--- src/rtl/keypad_pkg.sv ---
// rtl/keypad_pkg.sv - shared types, constants and scan classifier for the 4x4 keypad scanner
package keypad_pkg;

  localparam int KP_ROWS   = 4;
  localparam int KP_COLS   = 4;
  localparam int KP_CODE_W = 4;
  localparam int KP_KEYS   = KP_ROWS * KP_COLS;

  typedef enum logic [1:0] {
    IDLE,
    PRESS_DB,
    HELD,
    RELEASE_DB
  } kp_state_e;

  typedef enum logic [1:0] {
    NONE,
    SINGLE,
    MULTI
  } scan_class_e;

  typedef struct packed {
    scan_class_e          cls;
    logic [KP_CODE_W-1:0] code;
  } scan_result_t;

  // Bit index 4*row+col equals the key code, so the index of the only set bit is the code.
  function automatic scan_result_t classify_scan(input logic [KP_KEYS-1:0] pressed);
    scan_result_t res;
    int unsigned  n;
    res.cls  = NONE;
    res.code = '0;
    n        = 0;
    for (int i = 0; i < KP_KEYS; i++) begin
      if (pressed[i]) begin
        n++;
        res.code = KP_CODE_W'(i);
      end
    end
    if (n == 1) begin
      res.cls = SINGLE;
    end else if (n > 1) begin
      res.cls = MULTI;
    end
    return res;
  endfunction

endpackage

--- src/rtl/scan_tick_gen.sv ---
// rtl/scan_tick_gen.sv - column dwell timer and column index for the keypad scanner
module scan_tick_gen import keypad_pkg::*; #(
  parameter int SCAN_TICKS = 250000
) (
  input  logic       clk_i,
  input  logic       rst_i,
  output logic [1:0] col_idx_o,
  output logic       sample_en_o,
  output logic       scan_done_o
);

  localparam int DW = (SCAN_TICKS > 1) ? $clog2(SCAN_TICKS) : 1;
  localparam logic [DW-1:0] DWELL_LAST = DW'(SCAN_TICKS - 1);

  logic [DW-1:0] dwell_q;
  logic [DW-1:0] dwell_d;
  logic [1:0]    col_q;
  logic [1:0]    col_d;

  assign sample_en_o = (dwell_q == DWELL_LAST);
  assign scan_done_o = sample_en_o && (col_q == 2'(KP_COLS - 1));
  assign col_idx_o   = col_q;

  // Next dwell/column: the column index wraps 3 -> 0 by design, one step per dwell period.
  always_comb begin
    dwell_d = dwell_q + 1'b1;
    col_d   = col_q;
    if (sample_en_o) begin
      dwell_d = '0;
      col_d   = col_q + 1'b1;
    end
  end

  // Dwell and column registers, restarting at column 0 from reset.
  always_ff @(posedge clk_i or posedge rst_i) begin
    if (rst_i) begin
      dwell_q <= '0;
      col_q   <= '0;
    end else begin
      dwell_q <= dwell_d;
      col_q   <= col_d;
    end
  end

endmodule

--- src/rtl/keypad_scanner_4x4.sv ---
// rtl/keypad_scanner_4x4.sv - 4x4 matrix keypad scanner with full-scan debounce and key strobe
module keypad_scanner_4x4 import keypad_pkg::*; #(
  parameter int SCAN_TICKS     = 250000,
  parameter int DEBOUNCE_SCANS = 4
) (
  input  logic                 SysClk,
  input  logic                 Reset,
  input  logic [KP_ROWS-1:0]   Row,
  output logic [KP_COLS-1:0]   Col,
  output logic [KP_CODE_W-1:0] KeyCode,
  output logic                 KeyValid,
  output logic                 KeyHeld
);

  localparam int CNT_W = $clog2(DEBOUNCE_SCANS + 1);
  localparam logic [CNT_W-1:0] DEB_MAX = CNT_W'(DEBOUNCE_SCANS);
  localparam logic [CNT_W-1:0] CNT_ONE = CNT_W'(1);

  logic [1:0]           col_idx;
  logic                 sample_en;
  logic                 scan_done;
  logic [KP_ROWS-1:0]   sync1_q;
  logic [KP_ROWS-1:0]   sync2_q;
  logic [KP_KEYS-1:0]   key_map_q;
  logic [KP_KEYS-1:0]   key_map_d;
  scan_result_t         scan_res;
  kp_state_e            state_q;
  logic [KP_CODE_W-1:0] cand_q;
  logic [CNT_W-1:0]     cnt_q;
  logic [CNT_W-1:0]     cnt_inc;
  logic [KP_CODE_W-1:0] key_code_q;
  logic                 key_valid_q;
  logic                 key_held_q;

  scan_tick_gen #(
    .SCAN_TICKS (SCAN_TICKS)
  ) u_tick (
    .clk_i       (SysClk),
    .rst_i       (Reset),
    .col_idx_o   (col_idx),
    .sample_en_o (sample_en),
    .scan_done_o (scan_done)
  );

  assign Col      = ~(KP_COLS'(1) << col_idx);
  assign KeyCode  = key_code_q;
  assign KeyValid = key_valid_q;
  assign KeyHeld  = key_held_q;

  // Two-flop synchronizer for the asynchronous row lines; idles high like the pulled-up rows.
  always_ff @(posedge SysClk or posedge Reset) begin
    if (Reset) begin
      sync1_q <= '1;
      sync2_q <= '1;
    end else begin
      sync1_q <= Row;
      sync2_q <= sync1_q;
    end
  end

  // Merge the current column's rows into the map so the column-3 sample is part of this scan's verdict.
  always_comb begin
    key_map_d = key_map_q;
    if (sample_en) begin
      for (int r = 0; r < KP_ROWS; r++) begin
        for (int c = 0; c < KP_COLS; c++) begin
          if (col_idx == 2'(c)) begin
            key_map_d[r * KP_COLS + c] = sync2_q[r];
          end
        end
      end
    end
  end

  assign scan_res = classify_scan(~key_map_d);
  assign cnt_inc  = (cnt_q == DEB_MAX) ? cnt_q : cnt_q + 1'b1;

  // Raw row levels per key; a 0 means that key read as pressed.
  always_ff @(posedge SysClk or posedge Reset) begin
    if (Reset) begin
      key_map_q <= '1;
    end else if (sample_en) begin
      key_map_q <= key_map_d;
    end
  end

  // Debounce FSM stepping once per completed scan, with registered key outputs.
  always_ff @(posedge SysClk or posedge Reset) begin
    if (Reset) begin
      state_q     <= IDLE;
      cand_q      <= '0;
      cnt_q       <= '0;
      key_code_q  <= '0;
      key_valid_q <= 1'b0;
      key_held_q  <= 1'b0;
    end else begin
      key_valid_q <= 1'b0;
      if (scan_done) begin
        case (state_q)
          IDLE: begin
            if (scan_res.cls == SINGLE) begin
              if (DEBOUNCE_SCANS == 1) begin
                key_code_q  <= scan_res.code;
                key_valid_q <= 1'b1;
                key_held_q  <= 1'b1;
                cnt_q       <= '0;
                state_q     <= HELD;
              end else begin
                cand_q  <= scan_res.code;
                cnt_q   <= CNT_ONE;
                state_q <= PRESS_DB;
              end
            end
          end
          PRESS_DB: begin
            if (scan_res.cls == SINGLE && scan_res.code == cand_q) begin
              if (cnt_inc == DEB_MAX) begin
                key_code_q  <= cand_q;
                key_valid_q <= 1'b1;
                key_held_q  <= 1'b1;
                cnt_q       <= '0;
                state_q     <= HELD;
              end else begin
                cnt_q <= cnt_inc;
              end
            end else if (scan_res.cls == SINGLE) begin
              cand_q <= scan_res.code;
              cnt_q  <= CNT_ONE;
            end else begin
              cnt_q   <= '0;
              state_q <= IDLE;
            end
          end
          HELD: begin
            if (scan_res.cls == NONE) begin
              if (DEBOUNCE_SCANS == 1) begin
                key_held_q <= 1'b0;
                cnt_q      <= '0;
                state_q    <= IDLE;
              end else begin
                cnt_q   <= CNT_ONE;
                state_q <= RELEASE_DB;
              end
            end
          end
          RELEASE_DB: begin
            if (scan_res.cls == NONE) begin
              if (cnt_inc == DEB_MAX) begin
                key_held_q <= 1'b0;
                cnt_q      <= '0;
                state_q    <= IDLE;
              end else begin
                cnt_q <= cnt_inc;
              end
            end else begin
              cnt_q   <= '0;
              state_q <= HELD;
            end
          end
          default: begin
            cnt_q   <= '0;
            state_q <= IDLE;
          end
        endcase
      end
    end
  end

endmodule

--- config.mk ---
export PLATFORM = sky130hd
export DESIGN_NAME = keypad_scanner_4x4
export DESIGN_NICKNAME = d
export VERILOG_FILES = /design/src/rtl/keypad_pkg.sv /design/src/rtl/scan_tick_gen.sv /design/src/rtl/keypad_scanner_4x4.sv
export SDC_FILE = /design/constraint.sdc
export NUM_CORES = 1
export LEC_CHECK = 0
export CORE_MARGIN = 2
export CORE_UTILIZATION = 65
export DETAILED_ROUTE_END_ITERATION = 7
export PLACE_DENSITY = 0.84
export SLEW_MARGIN = 20
export SYNTH_ARGS = -nofsm -noshare
export SYNTH_HDL_FRONTEND = slang
export SYNTH_SLANG_ARGS = --single-unit
export TNS_END_PERCENT = 100
--- constraint.sdc ---
create_clock -name SysClk -period 29 [get_ports SysClk]
set_clock_uncertainty 0.05 [all_clocks]
set_input_delay 2.9 -clock SysClk [delete_from_list [all_inputs] [get_ports SysClk]]
set_output_delay 2.9 -clock SysClk [all_outputs]
set_load 0.03 [all_outputs]
# Word level (Yosys, flattened, before mapping)
# Index checks and enable logic that the tools add are counted.
# totals
mem_count	0
ff_bits	59
mem_bits_ro	0
output_inout_bits	10
in_bits	6
mem_bits_rw	0
latch_bits	0
# classes
n_mul	0
eq_ne	22
div	0
addsub	18
n_lt_le_gt_ge	1
shifts	1
mux	79
n_reduce_logical	12
bitwise	2
# ops
operator	n
adder 32 x 1 -> 32 bit (second input constant)	15
2-to-1 mux 32 bit	15
2-to-1 mux 4 bit	16
== test 32 x 1 -> 1 bit (second input constant)	1
> comparator 32 x 1 -> 1 bit (second input constant)	1
2-to-1 mux 1 bit	27
adder 18 x 1 -> 18 bit (second input constant)	1
== test 18 bit (second input constant)	1
2-to-1 mux 18 bit	1
2-to-1 mux 2 bit	9
2-to-1 mux 3 bit	6
2-to-1 mux 16 bit	1
inverter 16 bit	1
inequality test 2 bit (second input constant)	7
case mux 3 bit (4 select lines)	1
AND reduction 6 bit	2
inequality test 3 bit (second input constant)	3
== test 2 bit (second input constant)	4
case mux 2 bit (4 select lines)	1
case mux 4 bit (2 select lines)	1
== test 2 x 1 -> 1 bit (second input constant)	3
== test 3 bit (second input constant)	2
logical NOT 2 bit	3
AND reduction 3 bit	2
9 further kinds	11

# Logic depth before layout (Yosys ltp)
# Gate-level depths: netlist of the first run.
# depth
ltp_word	43
depth_mapped	60
depth_no_buf	58

# By module
# From an unflattened synthesis of the first run, not the netlist that was laid out.
# unflattened
hier_cells	556
hier_area_um2	5052.3
# modules_own_cells
module	cells_per_inst	area_each_um2	seq_area_each_um2	instances
keypad_scanner_4x4	466	4072.7	1006.0	1
scan_tick_gen	90	979.7	500.5	1

# Worst setup path after synthesis of the first run
# OpenSTA, ideal clock, no wires.
# synth_timing
kind	flip-flop to flip-flop
from	register u_tick.dwell_q[0]
to	register cand_q[1]
slack_ns	17.947
path_stages_with_launch	61
path_buffers	2
synth_period_minus_slack_ns	11.053
setup_time_ns	0.125
t_arrival_ns	10.878
cell_sequence	dfrtp_1 ha_1 and3_1 buf_2 nand2_1 nor2_1 mux2_2 inv_1 ha_1 nand2_1 a211oi_1 o21ai_0 nor3b_2 nor2_1 inv_1 ha_1 or3_1 a21boi_0 [25 not listed] ha_1 nor2_1 a21oi_1 ha_1 nand2_1 nand2_1 ha_1 nand2_1 xnor2_1 xnor2_1 nand3_1 a211o_1 a21boi_1 mux2i_1 a211oi_4 and4_1 buf_4 mux2_4
# synth_rtl
element	line	rtl
start: declaration	scan_tick_gen.sv:15	logic [DW-1:0] dwell_q;
start signal: assignment	scan_tick_gen.sv:40	dwell_q <= dwell_d;
== test 18 bit (*)	scan_tick_gen.sv:20	assign sample_en_o = (dwell_q == DWELL_LAST);
2-to-1 mux 16 bit (*)	keypad_scanner_4x4.sv:64	if (sample_en) begin
via key_map_d[1]	keypad_scanner_4x4.sv:25	logic [KP_KEYS-1:0] key_map_d;
inverter 16 bit (*)	keypad_scanner_4x4.sv:75	assign scan_res = classify_scan(~key_map_d);
2-to-1 mux 32 bit	keypad_pkg.sv:35	if (pressed[i]) begin
adder 32 x 1 -> 32 bit	keypad_pkg.sv:36	n++;
2-to-1 mux 32 bit	keypad_pkg.sv:35	
adder 32 x 1 -> 32 bit	keypad_pkg.sv:36	
[24 not listed]	-	
2-to-1 mux 32 bit	keypad_pkg.sv:35	
> comparator 32 x 1 -> 1 bit	keypad_pkg.sv:42	end else if (n > 1) begin
2-to-1 mux 2 bit	keypad_pkg.sv:42	
2-to-1 mux 2 bit	keypad_pkg.sv:40	if (n == 1) begin
== test 2 x 1 -> 1 bit	keypad_scanner_4x4.sv:101, keypad_scanner_4x4.sv:116, keypad_scanner_4x4.sv:126	
2-to-1 mux 4 bit or logical AND 1 bit (tied branches)	keypad_scanner_4x4.sv:126, keypad_scanner_4x4.sv:116	
2-to-1 mux 4 bit or inequality test 2 bit (tied branches)	-	
case mux 4 bit (2 select lines) or AND reduction 3 bit (tied branches)	-	
end signal: assignment	keypad_scanner_4x4.sv:109	cand_q <= scan_res.code;
end signal: assignment	keypad_scanner_4x4.sv:127	cand_q <= scan_res.code;
end: declaration	keypad_scanner_4x4.sv:28	logic [KP_CODE_W-1:0] cand_q;
# The timed path passes the listed nets; every way through them passes the cells marked *. The select of a mux whose other input is x is not followed.
# A chain may end at the register's enable or synchronous reset.

# Final worst setup path of the first run
# layout_timing
from	register u_tick.dwell_q[8]
to	register cand_q[3]
# Same word-level chain as after synthesis.

==> flow_summary_export.csv, run 1 <==
group,metric,value,unit
route,viasPerCell,6.60,
yosys,synth.ff_latch_count,59,
route,drt_wl_total,13400,um
clock_tree,cts_tree,"done",
floorplan,rows,33,
yosys,avgSynthCellArea,8.93,um2
final_layout,nNetsFinal,640,
critical_path,slowest_stage,"a211oi_4",
sta,rsz0062_at_grt,"false",
yosys,synth.top_cells.by_count,"nand2_1 (54), nor2_1 (46), xnor2_1 (37)",
yosys,yosysTopAreaCellShare,0.164,
route,drcViolationCount,0,
clock_tree,cts_root_buf,"clkbuf_8",
clock_tree,cts-hold-fix-buffers,0,
pwr,p_leak,2.40,nW
critical_path,worstPathArrival,12.98,ns
final_layout,drive_above_1_share,0.156,
clock_tree,clockBufferDepth,2,
yosys,synth_ff_type,"dfrtp_1",
yosys,synthTopCellsByArea,"dfrtp_1 (16%), dfstp_2 (12%), xnor2_1 (6.1%)",
sta,fin_crit,12.80,ns
yosys,async_reset_ff_frac,1.00,
route,dr.pass1.iters,5,
place,place_area,0.00556,mm2
sta,tightest_slew,0.822,ns
place,hpwl,9690,um
clock_tree,cts_sinks,59,
clock_tree,htreeDepth,3,
yosys,synthCells,597,
critical_path,required,29.17,ns
critical_path,critical_path_class,"reg2reg",
clock_tree,cts_setup_buffers,0,
yosys,synth_top_cell_by_area,"dfrtp_1",
sta,maxSlewViolCount,0,
yosys,synth_nets,626,
sta,final_hold_viol_count,0,
global_routing,grt_pass1_vias,4591,
pwr,vdd_drop_max,0.0000354,V
floorplan,dieHeight,94.6,um
floorplan,start_util,0.659,
min_path,min_path_type,"reg2reg",
floorplan,ios,16,
yosys,synth_warnings,0,
floorplan,core_area,0.00809,mm2
critical_path,path_common_cell,"ha_1",
pwr,power_per_cell_area,31.3,mW/mm2
outcome,status,"complete, no violations",
floorplan,fp.dieW,94.6,um
yosys,synth-edff-count,0,
global_routing,grt_pass1_wl,22400,um
route,drt-initial-drc-count,662,
yosys,yosysMostFrequentCell,"nand2_1",
run,timing.max_cap.violations,0,
global_routing,grt_usage,0.317,
yosys,seq_area_frac_synth,0.283,
global_routing,grt-ovfl-total,0,
sta,slew_headroom,0.436,
route,vias,4751,
route,route.antenna.remaining_nets,0,
yosys,ys_types,93,
critical_path,crit_fanout,9,
final_layout,fin_area,0.00581,mm2
clock_tree,cts_buffers,9,
sta,setup-violations-final,0,
sta,fin_setup_tns,0,ns
floorplan,die-area,0.00894,mm2
place,io_buffers,15,
yosys,netlist_area,0.00533,mm2
final_layout,syn_to_final_growth,9.04,%
critical_path,start_kind,"register",
critical_path,max_stage_delay,0.46,ns
clock_tree,clk_latency,0.34,ns
clock_tree,clk_pin_slew_worst_paths,0.07,ns
critical_path,cp-end-kind,"register",
route,wl_per_cell,18.6,um
global_routing,antenna_found_initial,0,
place,gp_congestion,1.01,
global_routing,grt_start_max_net_pins,60,
final_layout,antennaDiodeCount,0,
clock_tree,cts-resized-gates,0,
sta,max_freq,78.1,MHz
sta,min_period_over_period,0.442,
## critical path: cells and delay by family, from the launching register on
family                     cells  cell delay [ns]
buffers and inverters          3             0.24
DFF                            1             0.44
muxes                          3             0.94
and+or+nand+nor               26             4.69
AOI/OAI and AO/OA             11             2.52
xor gates and xnor gates       2             0.46
adders and majority gates     12             3.33
## layer usage
metal,routed length (um),global-route usage,share of wire
met4,357,0.120,0.027
met3,823,0.0575,0.061
met5,0,0,0
met2,6350,0.518,0.47
met1,5860,0.422,0.44
## final timing paths
kind | startpoint | endpoint | slack (ns) | cells after the start
setup / recovery | u_tick.dwell_q[8] | cand_q[3] | 16.20 | 57
max in group asynchronous | Reset | u_tick.dwell_q[8] | 25.37 | 3
hold reg to reg | sync1_q[1] | sync2_q[1] | 0.31 | 0
hold / removal | sync1_q[1] | sync2_q[1] | 0.31 | 0
setup reg to reg | u_tick.dwell_q[8] | cand_q[3] | 16.20 | 57
min in group asynchronous | Reset | u_tick.dwell_q[9] | 3.05 | 3
## cell type report
cell class	instances	area [um2]
Inverter	39	146
Fill cell	604	2280
Timing Repair Buffer	17	165
Clock buffer	11	151
Sequential cell	59	1510
Multi-Input combinational cell	485	3610
Tap cell	105	131
Clock inverter	4	97.6
## sequential cells by signal, indices dropped and copies added, names as in the netlist
signal and cells:
u_tick.dwell_q 18, sync2_q 4, KeyValid 1, sync1_q 4
u_tick.col_idx_o 2, key_map_q 16, KeyCode 4, cnt_q 3
KeyHeld 1, cand_q 4, state_q 2
## power by group
| group | internal, W | switching (W) | total [W] |
|---|---|---|---|
| Clock | 0.0000613 | 0.0000337 | 0.0000950 |
| Combinational | 0.000000878 | 0.00000175 | 0.00000263 |
| Sequential | 0.0000835 | 0.000000768 | 0.0000842 |
## cell families after synthesis
group           synth area share
compound gates             0.191
flops                      0.283
fa+ha+maj                 0.0540
mux                       0.0594
buf+inv                   0.0394
simple gates               0.229
xor+xnor                   0.145
## placed cells by master, fill, tap and decap left out, drive strengths merged, types with 21 or more instances in the layout
cell and n:
nand2 56, dfstp 24, nand3 27, xor2 21, ha 23, xnor2 44, nor2 47, inv 38
dfrtp 35, o21ai 34, a21oi 26
## stage by stage
stage / instances / hold WS, ns / utilization / setup WS (ns) / power [W]
6_report: 720 / 0.310 / 0.718 / 16.20 / 0.000182
4_1_cts: 720 / 0.309 / 0.718 / 16.45 / 0.000182
3_3_place_gp: 705 / 0.298 / 0.687 / 17.05 / 0.0000882
5_1_grt: 720 / 0.317 / 0.718 / 15.38 / 0.000186
2_1_floorplan: 597 / 0.295 / - / 17.95 / 0.0000868
3_5_place_dp: 705 / 0.299 / 0.687 / 16.62 / 0.0000882
(Power assumes the default switching activity.)
==> run 2, diff against run 1 <==
CORE_UTILIZATION = 63   (was 65)
PLACE_DENSITY = 0.81   (was 0.84)
clock period = 11.97 ns   (was 29 ns; I/O delays follow)
==> run 2 against run 1 <==
  * Die area rose by 3.0%
  * Critical path type unchanged
  * Sequential power increased by 140%
  * Clock power rose by 76%
  * Critical endpoint is now KeyCode[0]
  * Total power grew 110%
  * Largest power group is now registers
==> flow_summary_export.csv, run 2 (synthesis results as in run 1) <==
group,metric,value,unit
critical_path,max_stage_delay,0.46,ns
run,timing.max_cap.violations,0,
final_layout,nNetsFinal,660,
route,viasPerCell,6.49,
pwr,vdd_drop_max,0.0000800,V
floorplan,start_util,0.649,
sta,tightest_slew,0.878,ns
clock_tree,clk_latency,0.35,ns
final_layout,reg_top3,"u_tick.dwell_q x18, key_map_q x16",
pwr,power_per_cell_area,62.5,mW/mm2
critical_path,cp-end-kind,"register",
global_routing,grt_usage,0.299,
place,hpwl,9800,um
final_layout,final_cell_mix,"nand2_1 (53), nor2_1 (42), xnor2_1 (35)",
clock_tree,cts_buffers,9,
pwr,p_leak,2.46,nW
route,wl_per_cell,18.4,um
floorplan,core_area,0.00822,mm2
global_routing,grt_pass1_wl,21400,um
critical_path,required,12.15,ns
final_layout,antennaDiodeCount,0,
global_routing,grt_start_max_net_pins,60,
outcome,status,"complete, no violations",
global_routing,antenna_found_initial,0,
critical_path,slowest_stage,"dfrtp_2",
final_layout,largest_register,"u_tick.dwell_q",
clock_tree,clockBufferDepth,2,
floorplan,dieHeight,96.0,um
final_layout,layout_commonest_cell,"nand2_1",
sta,setup-violations-final,0,
critical_path,cp_num_buf_inv,5,
sta,holdWs,0.307,ns
sta,min_period_over_period,0.963,
sta,fin_crit,11.53,ns
route,drt-initial-drc-count,420,
route,drt_wl_total,13600,um
place,dpl_worst_slack,-0.0220,ns
route,route.antenna.remaining_nets,0,
global_routing,grt-ovfl-total,0,
critical_path,crit_fanout,7,
floorplan,fp.dieW,96.0,um
sta,slew_headroom,0.398,
clock_tree,clk_pin_slew_worst_paths,0.08,ns
clock_tree,cts_tree,"done",
final_layout,largest_reg_flops,18,
sta,max_freq,86.7,MHz
floorplan,die-area,0.00921,mm2
route,vias,4808,
place,io_buffers,15,
sta,timing.final.ws_setup,0.438,ns
clock_tree,htreeDepth,3,
final_layout,syn_to_final_growth,13.1,%
min_path,min_path_type,"reg2reg",
critical_path,critical_path_class,"reg2reg",
sta,maxSlewViolCount,0,
critical_path,path_delay_family,"simple AND/OR/NAND/NOR gates",
critical_path,worstPathArrival,11.71,ns
place,gp_congestion,0.993,
route,drcViolationCount,0,
clock_tree,cts_sinks,59,
floorplan,rows,33,
sta,final_hold_viol_count,0,
clock_tree,cts_root_buf,"clkbuf_8",
final_layout,drive_above_1_share,0.226,
critical_path,start_kind,"register",
floorplan,ios,16,
critical_path,path_common_cell,"ha_1",
global_routing,grt_pass1_vias,4426,
final_layout,final_util,0.734,
route,dr.pass1.iters,5,
-- run 2: cell type report --
cell class / count / area, um2
Fill cell: 612 / 2190
Clock buffer: 9 / 124
Multi-Input combinational cell: 485 / 3740
Inverter: 39 / 146
Timing Repair Buffer: 37 / 323
Sequential cell: 59 / 1510
Tap cell: 105 / 131
Clock inverter: 7 / 53.8
-- run 2: final timing paths --
kind	end	cells after the start	slack [ns]	start
worst max-delay path	KeyCode[0]	59	0.44	u_tick.dwell_q[4]
worst min-delay path	sync2_q[1]	0	0.31	sync1_q[1]
worst max register to register	KeyCode[0]	59	0.44	u_tick.dwell_q[4]
worst min register to register	sync2_q[1]	0	0.31	sync1_q[1]
max in group asynchronous	u_tick.dwell_q[11]	3	10.02	Reset
min in group asynchronous	u_tick.dwell_q[9]	3	1.34	Reset
-- run 2: routing by layer --
layer	up-vias	share of wire	routed length [um]	GRT usage
met5	-	0	0	0
met4	0	0.016	223	0.108
met3	23	0.055	756	0.0423
met2	183	0.48	6550	0.471
met1	2346	0.45	6110	0.419
li1	2256	-	-	-
-- run 2: what timing repair did --
action / CTS / global route
hold buffers: 0 / 0
buffers inserted: 0 / 14
endpoints found under the setup margin: 6 / 15
pin swaps: 0 / 11
gates resized for setup: 2 / 33
-- run 2: worst register-to-register path, delay by kind of cell, from the launching register on --
kind | cells | cell delay [ns]
fa+ha+maj | 12 | 3.32
compound gates | 13 | 2.36
flops | 1 | 0.46
simple gates | 25 | 3.48
buf+inv | 5 | 0.55
mux | 2 | 0.74
xor+xnor | 2 | 0.42
-- run 2: through the flow --
stage	instance area [um2]	power, W	std cells	TNS, ns
after global placement	5610	0.000214	711	0
after detailed placement	5610	0.000214	711	-0.0506
final	6030	0.000377	741	0
after global routing	6030	0.000389	741	-0.992
after floorplan	5330	0.000210	597	0
after CTS	5790	0.000380	727	0
-- run 2: report_power, final --
part | switching [W] | total (W) | internal, W
Combinational | 0.00000421 | 0.00000634 | 0.00000213
Clock | 0.0000907 | 0.000167 | 0.0000759
Sequential | 0.00000186 | 0.000204 | 0.000202
==> run 3, diff against run 2 <==
--- a/config.mk
+++ b/config.mk
@@ -6,5 +6,5 @@
 export NUM_CORES = 1
 export LEC_CHECK = 0
-export CORE_MARGIN = 2
+export CAP_MARGIN = 20
 export CORE_UTILIZATION = 63
 export DETAILED_ROUTE_END_ITERATION = 7
==> constraint.sdc (replaced) <==
create_clock -name SysClk -period 11.97 [get_ports SysClk]
set_clock_uncertainty 0.05 [all_clocks]
set_input_delay 3.591 -clock SysClk [delete_from_list [all_inputs] [get_ports SysClk]]
set_output_delay 3.591 -clock SysClk [all_outputs]
set_load 0.03 [all_outputs]
==> run 3 against run 2 <==
  * Fmax rose by 0.66%
  * Register-to-register slack improved by 0.08 ns
  * Largest cell class unchanged
  * Combinational power fell by 1%
  * Utilization fell by 0.091 points
  * Highest routed layer unchanged
  * Largest power group is now clock
  * Critical path type unchanged
  * Global-route usage rose by 1.9 points
  * Worst hold slack improved by 0.00084 ns
  * Die area fell by 4.1%
  * Cell count fell by 0.54%
==> flow_summary_export.csv, run 3 (synthesis results as in run 1) <==
group,metric,value,unit
outcome,status,"complete, no violations",
clock_tree,clk_latency,0.35,ns
critical_path,slowest_stage,"dfrtp_2",
final_layout,fin_cells,737,
sta,slew_headroom,0.393,
sta,holdWs,0.308,ns
route,wl_per_cell,18.6,um
pwr,p_leak,2.46,nW
final_layout,syn_to_final_growth,13.0,%
clock_tree,clockBufferDepth,2,
floorplan,dieHeight,94.0,um
sta,timing.final.ws_setup,0.514,ns
final_layout,drive_above_1_share,0.214,
place,dpl_worst_slack,0.169,ns
global_routing,grt_pass1_vias,4506,
sta,fin_crit,11.46,ns
final_layout,final_util,0.733,
min_path,min_path_type,"reg2reg",
final_layout,antennaDiodeCount,0,
clock_tree,cts_buffers,9,
floorplan,ios,16,
floorplan,die-area,0.00883,mm2
critical_path,critical_path_class,"reg2reg",
critical_path,crit_fanout,5,
floorplan,rows,33,
clock_tree,cts_root_buf,"clkbuf_8",
place,hpwl,9720,um
sta,tightest_slew,0.885,ns
critical_path,path_common_cell,"ha_1",
pwr,vdd_drop_max,0.000121,V
final_layout,layout_commonest_cell,"nand2_1",
sta,min_period_over_period,0.957,
clock_tree,clk_pin_slew_worst_paths,0.07,ns
final_layout,largest_reg_flops,18,
critical_path,path_delay_family,"simple AND/OR/NAND/NOR gates",
route,dr.pass1.iters,5,
route,drcViolationCount,0,
global_routing,grt_start_max_net_pins,60,
clock_tree,htreeDepth,3,
route,drt-initial-drc-count,544,
sta,setup-violations-final,0,
global_routing,antenna_found_initial,0,
sta,maxSlewViolCount,0,
route,route.antenna.remaining_nets,0,
clock_tree,cts_tree,"done",
global_routing,grt-ovfl-total,0,
place,place_inst,712,
place,place_area,0.00562,mm2
route,vias,4800,
route,drt_wl_total,13700,um
final_layout,nNetsFinal,656,
global_routing,grt_usage,0.318,
critical_path,worstPathArrival,11.64,ns
clock_tree,cts_sinks,59,
floorplan,core_area,0.00822,mm2
place,gp_congestion,1.02,
run,timing.max_cap.violations,0,
route,viasPerCell,6.51,
critical_path,start_kind,"register",
critical_path,cp_num_buf_inv,3,
critical_path,max_stage_delay,0.45,ns
floorplan,fp.dieW,94.0,um
sta,max_freq,87.3,MHz
final_layout,largest_register,"u_tick.dwell_q",
global_routing,grt_pass1_wl,21900,um
floorplan,start_util,0.649,
final_layout,reg_top3,"u_tick.dwell_q x18, key_map_q x16",
clock_tree,cts-hold-fix-buffers,0,
final_layout,final_cell_mix,"nand2_1 (51), nor2_1 (43), xnor2_1 (35)",
sta,final_hold_viol_count,0,
critical_path,cp-end-kind,"register",
place,io_buffers,15,
critical_path,required,12.15,ns
pwr,power_per_cell_area,69.6,mW/mm2
final_layout,fin_area,0.00602,mm2
-- run 3: what timing repair did --
action	in CTS	in global routing
resized for setup	0	29
endpoints found under the setup margin	0	15
buffers inserted	0	9
-- run 3: report_power, final --
group / switching (W) / leakage (nW) / internal, W
clock network: 0.0000905 / 0.102 / 0.000119
registers: 0.00000199 / 0.718 / 0.000202
logic: 0.00000412 / 1.64 / 0.00000213
total: 0.0000966 / 2.46 / 0.000323
-- run 3: metal layers --
layer,wire length [um],share of wire,GRT usage
met5,0,0,0
met4,293,0.021,0.0910
met3,1000,0.073,0.0494
met2,6610,0.48,0.518
met1,5830,0.42,0.437
-- run 3: through the flow --
| step | power (W) | setup TNS (ns) |
|---|---|---|
| floorplan | 0.000210 | 0 |
| global placement | 0.000214 | 0 |
| detailed placement | 0.000214 | 0 |
| CTS | 0.000420 | 0 |
| global route | 0.000429 | -0.305 |
| finish | 0.000419 | 0 |
-- run 3: final timing paths --
check,depth (start not counted),start,slack (ns),end
min in group asynchronous,3,Reset,3.74,state_q[1]
worst max-delay path,56,u_tick.dwell_q[8],0.51,cand_q[1]
max in group asynchronous,3,Reset,7.62,u_tick.dwell_q[8]
worst min register to register,0,sync1_q[2],0.31,sync2_q[2]
worst min-delay path,0,sync1_q[2],0.31,sync2_q[2]
worst max register to register,56,u_tick.dwell_q[8],0.51,cand_q[1]
-- run 3: worst register-to-register path: cells and delay by family, from the launching register on --
kind	cells	cell delay [ns]
buffers and inverters	3	0.24
AND/OR/NAND/NOR	24	3.70
multiplexers	2	0.67
AO/OA/AOI/OAI	14	2.59
flip-flops	1	0.45
adder cells (fa/ha/maj)	13	3.68
-- run 3: area by class of cell --
cell class / instances / area, um2
clock inverters: 7 / 100
inverters: 39 / 146
clock buffers: 9 / 124
multi-input cells: 485 / 3720
well taps: 105 / 131
fillers: 598 / 2200
repair buffers: 33 / 289
flip-flops and latches: 59 / 1510
